[config.mk]
export PLATFORM = sky130hd
export DESIGN_NAME = npu_matmul_unit
export DESIGN_NICKNAME = d
export VERILOG_FILES = /design/src/rtl/npu_matmul_unit.sv
export SDC_FILE = /design/constraint.sdc
export NUM_CORES = 1
export LEC_CHECK = 0
export CAP_MARGIN = 40
export CORE_MARGIN = 2
export CORE_UTILIZATION = 30
export DETAILED_ROUTE_END_ITERATION = 8
export DONT_BUFFER_PORTS = 1
export PLACE_DENSITY = 0.41
export SETUP_SLACK_MARGIN = 0.15
export SYNTH_ARGS = -nofsm -noshare
export SYNTH_HDL_FRONTEND = slang
export SYNTH_SLANG_ARGS = --single-unit
[constraint.sdc]
create_clock -name clk -period 10.93 [get_ports clk]
set_input_delay 2.186 -clock clk [delete_from_list [all_inputs] [get_ports clk]]
set_output_delay 2.186 -clock clk [all_outputs]
set_load 0.01 [all_outputs]
[src/rtl/npu_matmul_unit.sv]
// npu_matmul_unit: N x N matrix multiply, C = A x B, one multiply-accumulate per cycle.
// Each result element is formed over N MAC cycles, post-processed (ReLU, then narrowing),
// and offered on a valid/ready stream in row-major order.
module npu_matmul_unit #(
  parameter int N      = 4,
  parameter int DATA_W = 8,
  parameter int ACC_W  = 20
) (
  input  logic                      clk,
  input  logic                      rst,
  input  logic                      start,
  output logic                      cmd_ready,
  input  logic                      mode_signed,
  input  logic                      mode_relu,
  input  logic                      mode_sat,
  input  logic [N*N*DATA_W-1:0]     a_flat,
  input  logic [N*N*DATA_W-1:0]     b_flat,
  output logic                      out_valid,
  input  logic                      out_ready,
  output logic [DATA_W-1:0]         out_data,
  output logic [$clog2(N*N)-1:0]    out_idx,
  output logic                      busy,
  output logic                      done,
  output logic                      ovf,
  output logic [31:0]               op_count,
  output logic [31:0]               cycle_count
);

  localparam int IW = $clog2(N);
  localparam int OW = $clog2(N * N);
  localparam int MW = N * N * DATA_W;
  localparam int SW = $clog2(MW);

  localparam logic signed [ACC_W-1:0] SMax = ACC_W'((2 ** (DATA_W - 1)) - 1);
  localparam logic signed [ACC_W-1:0] SMin = ACC_W'(-(2 ** (DATA_W - 1)));
  localparam logic signed [ACC_W-1:0] UMax = ACC_W'((2 ** DATA_W) - 1);

  typedef enum logic [1:0] {StIdle, StMac, StEmit, StDone} state_t;

  state_t state_q, state_d;

  logic [MW-1:0]            a_q, b_q;
  logic                     signed_q, relu_q, sat_q;
  logic signed [ACC_W-1:0]  acc_q;
  logic [IW-1:0]            r_q, c_q, k_q;

  logic [SW-1:0]            a_bit, b_bit;
  logic [DATA_W-1:0]        a_el, b_el;
  logic signed [DATA_W:0]   a_ext, b_ext;
  logic signed [2*DATA_W+1:0] prod;
  logic signed [ACC_W-1:0]  acc_sum, relu_val;
  logic                     hi, lo, oor;
  logic [DATA_W-1:0]        narrow, max_el, min_el;
  logic [OW-1:0]            idx_cur;
  logic                     k_last, last_elem;

  // Operand fetch, MAC arithmetic and result post-processing
  always_comb begin
    a_bit   = SW'((SW'(r_q) * SW'(N) + SW'(k_q)) * SW'(DATA_W));
    b_bit   = SW'((SW'(k_q) * SW'(N) + SW'(c_q)) * SW'(DATA_W));
    a_el    = a_q[a_bit +: DATA_W];
    b_el    = b_q[b_bit +: DATA_W];
    // One extra bit lets a single signed multiplier serve both modes
    a_ext   = {signed_q & a_el[DATA_W-1], a_el};
    b_ext   = {signed_q & b_el[DATA_W-1], b_el};
    prod    = a_ext * b_ext;
    acc_sum = acc_q + ACC_W'(prod);

    relu_val = acc_sum;
    if (signed_q && relu_q && (acc_sum < 0)) relu_val = '0;

    if (signed_q) begin
      hi     = relu_val > SMax;
      lo     = relu_val < SMin;
      max_el = {1'b0, {(DATA_W-1){1'b1}}};
      min_el = {1'b1, {(DATA_W-1){1'b0}}};
    end else begin
      hi     = relu_val > UMax;
      lo     = 1'b0;
      max_el = '1;
      min_el = '0;
    end
    oor    = hi | lo;
    narrow = relu_val[DATA_W-1:0];
    if (sat_q) begin
      if (hi)      narrow = max_el;
      else if (lo) narrow = min_el;
    end

    idx_cur   = OW'(OW'(r_q) * OW'(N) + OW'(c_q));
    k_last    = (k_q == IW'(N - 1));
    last_elem = (r_q == IW'(N - 1)) && (c_q == IW'(N - 1));
  end

  // State register
  always_ff @(posedge clk) begin
    if (rst) state_q <= StIdle;
    else     state_q <= state_d;
  end

  // Next-state and status outputs
  always_comb begin
    state_d   = state_q;
    cmd_ready = 1'b0;
    busy      = 1'b1;
    done      = 1'b0;
    unique case (state_q)
      StIdle: begin
        cmd_ready = 1'b1;
        busy      = 1'b0;
        if (start) state_d = StMac;
      end
      StMac:  if (k_last) state_d = StEmit;
      StEmit: if (out_ready) state_d = last_elem ? StDone : StMac;
      StDone: begin
        done    = 1'b1;
        state_d = StIdle;
      end
      default: state_d = StIdle;
    endcase
  end

  // Datapath, result registers and counters
  always_ff @(posedge clk) begin
    if (rst) begin
      a_q         <= '0;
      b_q         <= '0;
      signed_q    <= 1'b0;
      relu_q      <= 1'b0;
      sat_q       <= 1'b0;
      acc_q       <= '0;
      r_q         <= '0;
      c_q         <= '0;
      k_q         <= '0;
      out_valid   <= 1'b0;
      out_data    <= '0;
      out_idx     <= '0;
      ovf         <= 1'b0;
      op_count    <= '0;
      cycle_count <= '0;
    end else begin
      if (busy) cycle_count <= cycle_count + 32'd1;
      unique case (state_q)
        StIdle: begin
          if (start) begin
            a_q      <= a_flat;
            b_q      <= b_flat;
            signed_q <= mode_signed;
            relu_q   <= mode_relu;
            sat_q    <= mode_sat;
            acc_q    <= '0;
            r_q      <= '0;
            c_q      <= '0;
            k_q      <= '0;
            ovf      <= 1'b0;
            op_count <= op_count + 32'd1;
          end
        end
        StMac: begin
          acc_q <= acc_sum;
          if (k_last) begin
            out_data  <= narrow;
            out_idx   <= idx_cur;
            out_valid <= 1'b1;
            if (oor) ovf <= 1'b1;
          end else begin
            k_q <= k_q + IW'(1);
          end
        end
        StEmit: begin
          if (out_ready) begin
            out_valid <= 1'b0;
            acc_q     <= '0;
            k_q       <= '0;
            if (c_q == IW'(N - 1)) begin
              c_q <= '0;
              r_q <= r_q + IW'(1);
            end else begin
              c_q <= c_q + IW'(1);
            end
          end
        end
        StDone: ;
        default: ;
      endcase
    end
  end

endmodule

# --- Word-level counts from Yosys, hierarchy flattened ---
# Cells that the tools add are included.
op_classes:
  n_addsub: 9
  n_shift: 2
  magnitude_cmp: 4
  bitwise_logic: 3
  mul: 1
  eq_ne: 12
  n_mux: 36
  reduce_logical: 17
op_table:
  columns: ["cell", "n"]
  rows:
  - ["128-bit by 8-bit variable part select with 8-bit output", 2]
  - ["32-bit by 1-bit adder with 32-bit output (second input constant)", 2]
  - ["20-bit two-way mux", 3]
  - ["20-bit one-hot mux with 3 select lines", 1]
  - ["8-bit two-way mux", 5]
  - ["2-bit two-way mux", 11]
  - ["20-bit by 18-bit adder with 20-bit output", 1]
  - ["20-bit by 8-bit > comparator with 1-bit output (second input constant)", 1]
  - ["20-bit by 9-bit > comparator with 1-bit output (second input constant)", 1]
  - ["20-bit by 1-bit less-than comparator with 1-bit output (second input constant)", 1]
  - ["20-bit by 8-bit less-than comparator with 1-bit output (second input constant)", 1]
  - ["9-bit by 9-bit multiplier with 18-bit output", 1]
  - ["4-bit by 2-bit adder with 4-bit output", 3]
  - ["2-bit inequality test (second input constant)", 6]
  - ["3-bit AND reduction", 4]
  - ["4-bit AND reduction", 3]
  - ["2-bit == test (second input constant)", 5]
  - ["1-bit two-way mux", 10]
  - ["2-bit one-hot mux with 2 select lines", 2]
  - ["2-bit one-hot mux with 4 select lines", 1]
  - ["2-bit by 1-bit adder with 2-bit output (second input constant)", 3]
  - ["2-bit one-hot mux with 3 select lines", 1]
  - ["2-bit nonzero test", 3]
  - ["1-bit one-hot mux with 2 select lines", 2]
  - ["other kinds (7)", 11]
totals:
  inputBits: 263
  register_bits: 365
  elab_cells: 100

# --- Depth between registers and ports, before layout ---
depth:
  depth_word: 14
  depth_mapped: 27

# --- Least setup slack after synthesis ---
# No wires, ideal clock.
synth_timing:
  path_kind: "reg2reg"
  startpoint: "register c_q[0]"
  endpoint: "register ovf"
  t_arrival_ns: 8.306
  period_less_slack_ns: 8.431
  stages_incl_launch_ff: 25
  slack_ns: 2.499
  setup_time_ns: 0.125
  path_cell_list: "dfxtp_1 clkbuf_1 buf_1 mux4_2 mux4_2 and3_1 fa_1 inv_1 fa_1 fa_1 inv_1 fa_1 inv_1 fa_1 inv_1 ha_1 a21oi_1 o21ai_0 or3_1 nor3_1 nor3b_1 or3_1 or4_4 nor2b_4 o41a_1"
synth_between:
  elab_chain_len: 13
synth_rtl:
  columns: ["element", "line_no", "source"]
  rows:
  - ["from (decl)", "45", "logic [IW-1:0] r_q, c_q, k_q;"]
  - ["from (signal assigned)", "179", "c_q <= c_q + IW'(1);"]
  - ["4-bit by 2-bit adder with 4-bit output (*)", "60", "b_bit = SW'((SW'(k_q) * SW'(N) + SW'(c_q)) * SW'(DATA_W));"]
  - ["128-bit by 8-bit variable part select with 8-bit output (*)", "62", "b_el = b_q[b_bit +: DATA_W];"]
  - ["1-bit bitwise AND", "65", "b_ext = {signed_q & b_el[DATA_W-1], b_el};"]
  - ["9-bit by 9-bit multiplier with 18-bit output (*)", "66", "prod = a_ext * b_ext;"]
  - ["20-bit by 18-bit adder with 20-bit output (*)", "67", "acc_sum = acc_q + ACC_W'(prod);"]
  - ["20-bit by 1-bit less-than comparator with 1-bit output", "70", "if (signed_q && relu_q && (acc_sum < 0)) relu_val = '0;"]
  - ["1-bit logical AND", "70", null]
  - ["20-bit two-way mux (*)", "70", null]
  - ["20-bit by 9-bit > comparator with 1-bit output, or another cell as far along", "78", "hi = relu_val > UMax;"]
  - ["1-bit two-way mux", "72", "if (signed_q) begin"]
  - ["1-bit bitwise OR (*)", "83", "oor = hi | lo;"]
  - ["2-bit inequality test (no line) (*)", null, null]
  - ["4-bit AND reduction (no line) (*)", null, null]
  - ["to (signal assigned)", "138", "ovf <= 1'b0;"]
  - ["to (signal assigned)", "155", "ovf <= 1'b0;"]
  - ["to (signal assigned)", "165", "if (oor) ovf <= 1'b1;"]
  - ["to (decl)", "24", "output logic ovf,"]
# Every way passes the cells marked *; elsewhere a longest branch is shown, timed or not.
# A chain may end at the register's enable or synchronous reset.

# --- Worst setup path after layout ---
layout_timing:
  startpoint: "register c_q[0]"
  endpoint: "register out_data[4]"
layout_between:
  elab_chain_len: 13
layout_rtl:
  columns: ["element", "line_no", "source"]
  rows:
  - ["4-bit by 2-bit adder with 4-bit output (*)", "60", null]
  - ["128-bit by 8-bit variable part select with 8-bit output (*)", "62", null]
  - ["1-bit bitwise AND", "65", null]
  - ["9-bit by 9-bit multiplier with 18-bit output (*)", "66", null]
  - ["20-bit by 18-bit adder with 20-bit output (*)", "67", null]
  - ["20-bit by 1-bit less-than comparator with 1-bit output", "70", null]
  - ["1-bit logical AND", "70", null]
  - ["20-bit two-way mux (*)", "70", null]
  - ["20-bit by 8-bit less-than comparator with 1-bit output", "74", "lo = relu_val < SMin;"]
  - ["1-bit two-way mux", "72", null]
  - ["8-bit two-way mux", "87", "else if (lo) narrow = min_el;"]
  - ["8-bit two-way mux", "86", "if (hi) narrow = max_el;"]
  - ["8-bit two-way mux (*)", "85", "if (sat_q) begin"]
  - ["to (signal assigned)", "162", "out_data <= narrow;"]
  - ["to (decl)", "20", "output logic [DATA_W-1:0] out_data,"]
# Marked as above.

==> results by group <==
Status
  • Status: finished with violations
  • Failing checks: slew limit

Power and ir drop
  • Seq pwr share: between 40% and 50%
  • Clock share of power: 46.8%
  • Sw power: between 0.8 and 0.9 mW
  • Pleak: 8.24 nW
  • Int Pwr: 2.45 mW
  • Switch share: between 20% and 30%
  • Power Total: roughly 3.3 mW
  • VDD IR max: 0.000107 V
  • Proportion of power drawn by combinational gates: about a tenth
  • Power Density: 152 nW/µm²

Clock tree
  • CTS sink count: 365
  • Later-pin clock latency in the skew report: 570 ps
  • Clk buf depth: 3
  • CTS tree: yes
  • Cts repair resizes: 0
  • Hold-fix buffers, CTS: 0
  • Clk root buf: clkbuf_16
  • TritonCTS buffer count: 45
  • H-tree depth: 2
  • Post-CTS Setup Bufs: 0
  • Reg clk slew, reported paths: 60 ps

Setup path
  • Setup crit start: c_q[0]
  • CP Capture Point: out_data[4]
  • CP Capture Type: flip-flop
  • Critical path type: flip-flop to flip-flop
  • Reg-to-reg critical path endpoint: out_data[4]
  • Startpoint class of the critical path: flip-flop
  • Data arrival time of the critical path: 9410 ps
  • CP Max Fanout: 19
  • R2R setup slack: 1940 ps
  • R2R cell count: 24
  • Req. time, crit path: about 11000 ps
  • Reg2Reg Launch Point: c_q[0]

GRT
  • GRT met1 Usage: between 20% and 30%
  • Total grt overflow: 0
  • First-pass GRT wire length: 93000 µm
  • Largest net degree at the start of global routing: approximately 370
  • GRT Util Overall: 18.3%
  • Most Crowded Layer GR: met2
  • Initial antenna violation count: 18
  • Met3 usage: 6.03%
  • Met2 GRT Util: 29.8%
  • Vias in the first global route: 15000

Placed design
  • Gpl congestion: between 0.8 and 0.9
  • Port bufs: 0
  • DPL Wire Length: 45800 µm
  • Placed Area: 20000 µm²

Yosys
  • Seq/Total Area, Yosys: 38.1%
  • Ys flop type: dfxtp_1
  • Syn nets: 2628
  • Area leader, netlist: dfxtp_1
  • Synth Register Bits: 365
  • Cell Area, Synth: 19200 µm²
  • Synth Instances: 2218
  • Synthesis Warnings: 0
  • Post-synthesis area per instance: 8.66 µm²
  • Synth unique cells: 59
  • Post-synth EDFFs: 0
  • Yosys top cell area share: about two fifths
  • Post-synth ARST share: 0%
  • Area contributors post-synth: dfxtp_1 (38%), nand2_1 (12%), fa_1 (9.5%), mux4_2 (9.4%), a21oi_1 (7.7%)

Detailed routing
  • DR vias: 14900
  • Post-Route WL: 61200 µm
  • DRT iter0 DRCs: 902
  • Antenna Violating Nets Remaining: 0
  • Vias per inst: 4.90
  • First-pass iteration count of the detailed router: 5
  • DRC: 0
  • Drt wl/cell: 20.2 µm

STA
  • # setup viols final: 0
  • Fin crit period: ~9000 ps
  • Worst hold margin: 451 ps
  • Clock skew: 13.5 ps
  • RSZ-0062 raised after global routing: no
  • Fmax: 111 MHz
  • Max Slew Vio Count: between 90 and 100
  • Worst-margin pin slew: 1600 ps
  • Fin. Hold Viols: 0
  • Tcrit/Tclk final: 82.2%
  • Max_slew headroom: -7.00%
  • Fin Setup TNS: 0 ps

Finish
  • NumNets Final: 2561
  • Post-Layout Inst Area: 21500 µm²
  • Final core occ: about a third
  • Share of layout cells above drive strength 1: 8.44%
  • Area delta synth->final: 12.2%

Die
  • Ports: 344
  • Core area: 63200 µm²
  • DIE AREA: approximately 66000 µm²
  • Initial Util: 30.4%
  • Die W: 257 µm
  • Die Y: 257 µm
  • Site Rows: 92

Job
  • Max-cap violations: 0

Hold path
  • Worst min path class: flip-flop to flip-flop
==> final cells by class <==
class                   count  area (µm²)
repair buffers             18         248
clock buffers              64        1290
flip-flops and latches    365        7310
well taps                 846        1060
diodes                      4        10.0
inverters                 140         526
fillers                  6610       41700
multi-input cells        1581       10900
clock inverters            12         224
==> stage by stage <==
step	worst slack, ps	cells
detailed placement	1820	2950
floorplan	2500	2218
global placement	1990	2944
CTS	1820	3026
finish	1940	3030
global route	1300	3029
==> cell families (layout without fill, tap and decap cells) <==
kind of cell / after synthesis / after routing / share of synthesized area (%)
and+or+nand+nor: 905 / 905 / 19.9
AOI/OAI and AO/OA: 378 / 378 / 10.9
DFF: 365 / 365 / 38.1
buffers and inverters: 272 / 234 / 5.38
adders and majority gates: 147 / 147 / 13.1
muxes: 82 / 82 / 9.49
xor gates and xnor gates: 69 / 69 / 3.15
other: 0 / 4 / 0
==> worst min path at each step <==
stage	start	endpoint	slack (ps)	depth (start not counted)
CTS	a_q[116]	a_q[116]	450	2
finish	a_q[45]	a_q[45]	450	2
global placement	a_q[30]	a_q[30]	440	2
global route	a_q[85]	a_q[85]	470	2
detailed placement	a_q[87]	a_q[87]	440	2
floorplan	a_q[112]	a_q[112]	430	2
==> registers in the layout (all words and copies together), names as in the netlist <==
name	count
b_q	128
a_q	128
k_q	2
acc_q	20
sat_q	1
out_data	8
r_q	2
c_q	2
state_q	2
op_count	32
ovf	1
cycle_count	32
signed_q	1
out_idx	4
out_valid	1
relu_q	1
==> cells in the mapped netlist, types with 2 or more instances <==
| master | n |
|---|---|
| nand2_1 | 619 |
| dfxtp_1 | 365 |
| a21oi_1 | 297 |
| inv_1 | 140 |
| clkbuf_1 | 119 |
| nor2_1 | 117 |
| fa_1 | 91 |
| mux4_2 | 80 |
| ha_1 | 56 |
| xor2_1 | 47 |
| and2_1 | 38 |
| nand3_1 | 27 |
| nand4_1 | 24 |
| xnor2_1 | 22 |
| a22oi_1 | 20 |
| o21ai_0 | 19 |
| and3_1 | 18 |
| or3_1 | 14 |
| a211oi_1 | 11 |
| nor3_1 | 11 |
| buf_1 | 8 |
| nor2b_1 | 8 |
| a21o_1 | 5 |
| nor4_1 | 5 |
| and4_1 | 4 |
| a311oi_1 | 3 |
| buf_2 | 3 |
| nand2b_1 | 3 |
| a21boi_0 | 2 |
| a221oi_1 | 2 |
| a31o_2 | 2 |
| buf_4 | 2 |
| mux2i_1 | 2 |
| nand4b_1 | 2 |
| nor2b_4 | 2 |
| nor3b_1 | 2 |
| o21a_1 | 2 |
| o22ai_1 | 2 |
| o311ai_0 | 2 |
| or2_2 | 2 |
| or4_1 | 2 |
==> power by group through the flow <==
stage	clock [mW]	combinational, mW	sequential (mW)
final	1.53	0.310	1.43
after global routing	1.63	0.347	1.44
after CTS	1.58	0.314	1.43
after detailed placement	0	0.314	1.46
after global placement	0	0.301	1.46
after floorplan	0	0.251	1.44
==> worst max-delay path, stage by stage, from the launching register on <==
cell and delay, ps:
dfxtp_2 760, buf_4 470, mux4_2 570, mux4_2 610
nand2_1 180, inv_1 90, fa_1 720, inv_1 110
fa_1 640, fa_1 590, inv_1 60, fa_1 530
inv_1 50, fa_1 530, inv_1 40, ha_1 350
a21oi_1 260, o21ai_0 190, or3_1 370, nor3_1 140
nor3b_1 100, or3_1 370, or4_4 450, o22ai_1 470
a211oi_1 150
==> per-layer routing <==
metal	part of all wire (%)	vias up	wire length, µm
met1	43	7213	26500
met2	47	307	28900
li1	-	7217	-
met4	1.9	24	1160
met5	0.28	-	170
met3	7.3	92	4480
==> cell usage in the layout, fill, tap and decap left out, types with 12 or more instances in the layout <==
cell type / Yosys / routed
nand2_1: 619 / 618
dfxtp_1: 365 / 361
a21oi_1: 297 / 297
inv_1: 140 / 140
nor2_1: 117 / 117
fa_1: 91 / 91
mux4_2: 80 / 80
ha_1: 56 / 56
xor2_1: 47 / 47
clkbuf_16: 0 / 45
and2_1: 38 / 37
nand3_1: 27 / 27
nand4_1: 24 / 24
xnor2_1: 22 / 22
a22oi_1: 20 / 20
o21ai_0: 19 / 19
and3_1: 18 / 18
or3_1: 14 / 14
buf_4: 2 / 12
No activity file was read; power rests on OpenSTA's default activity.
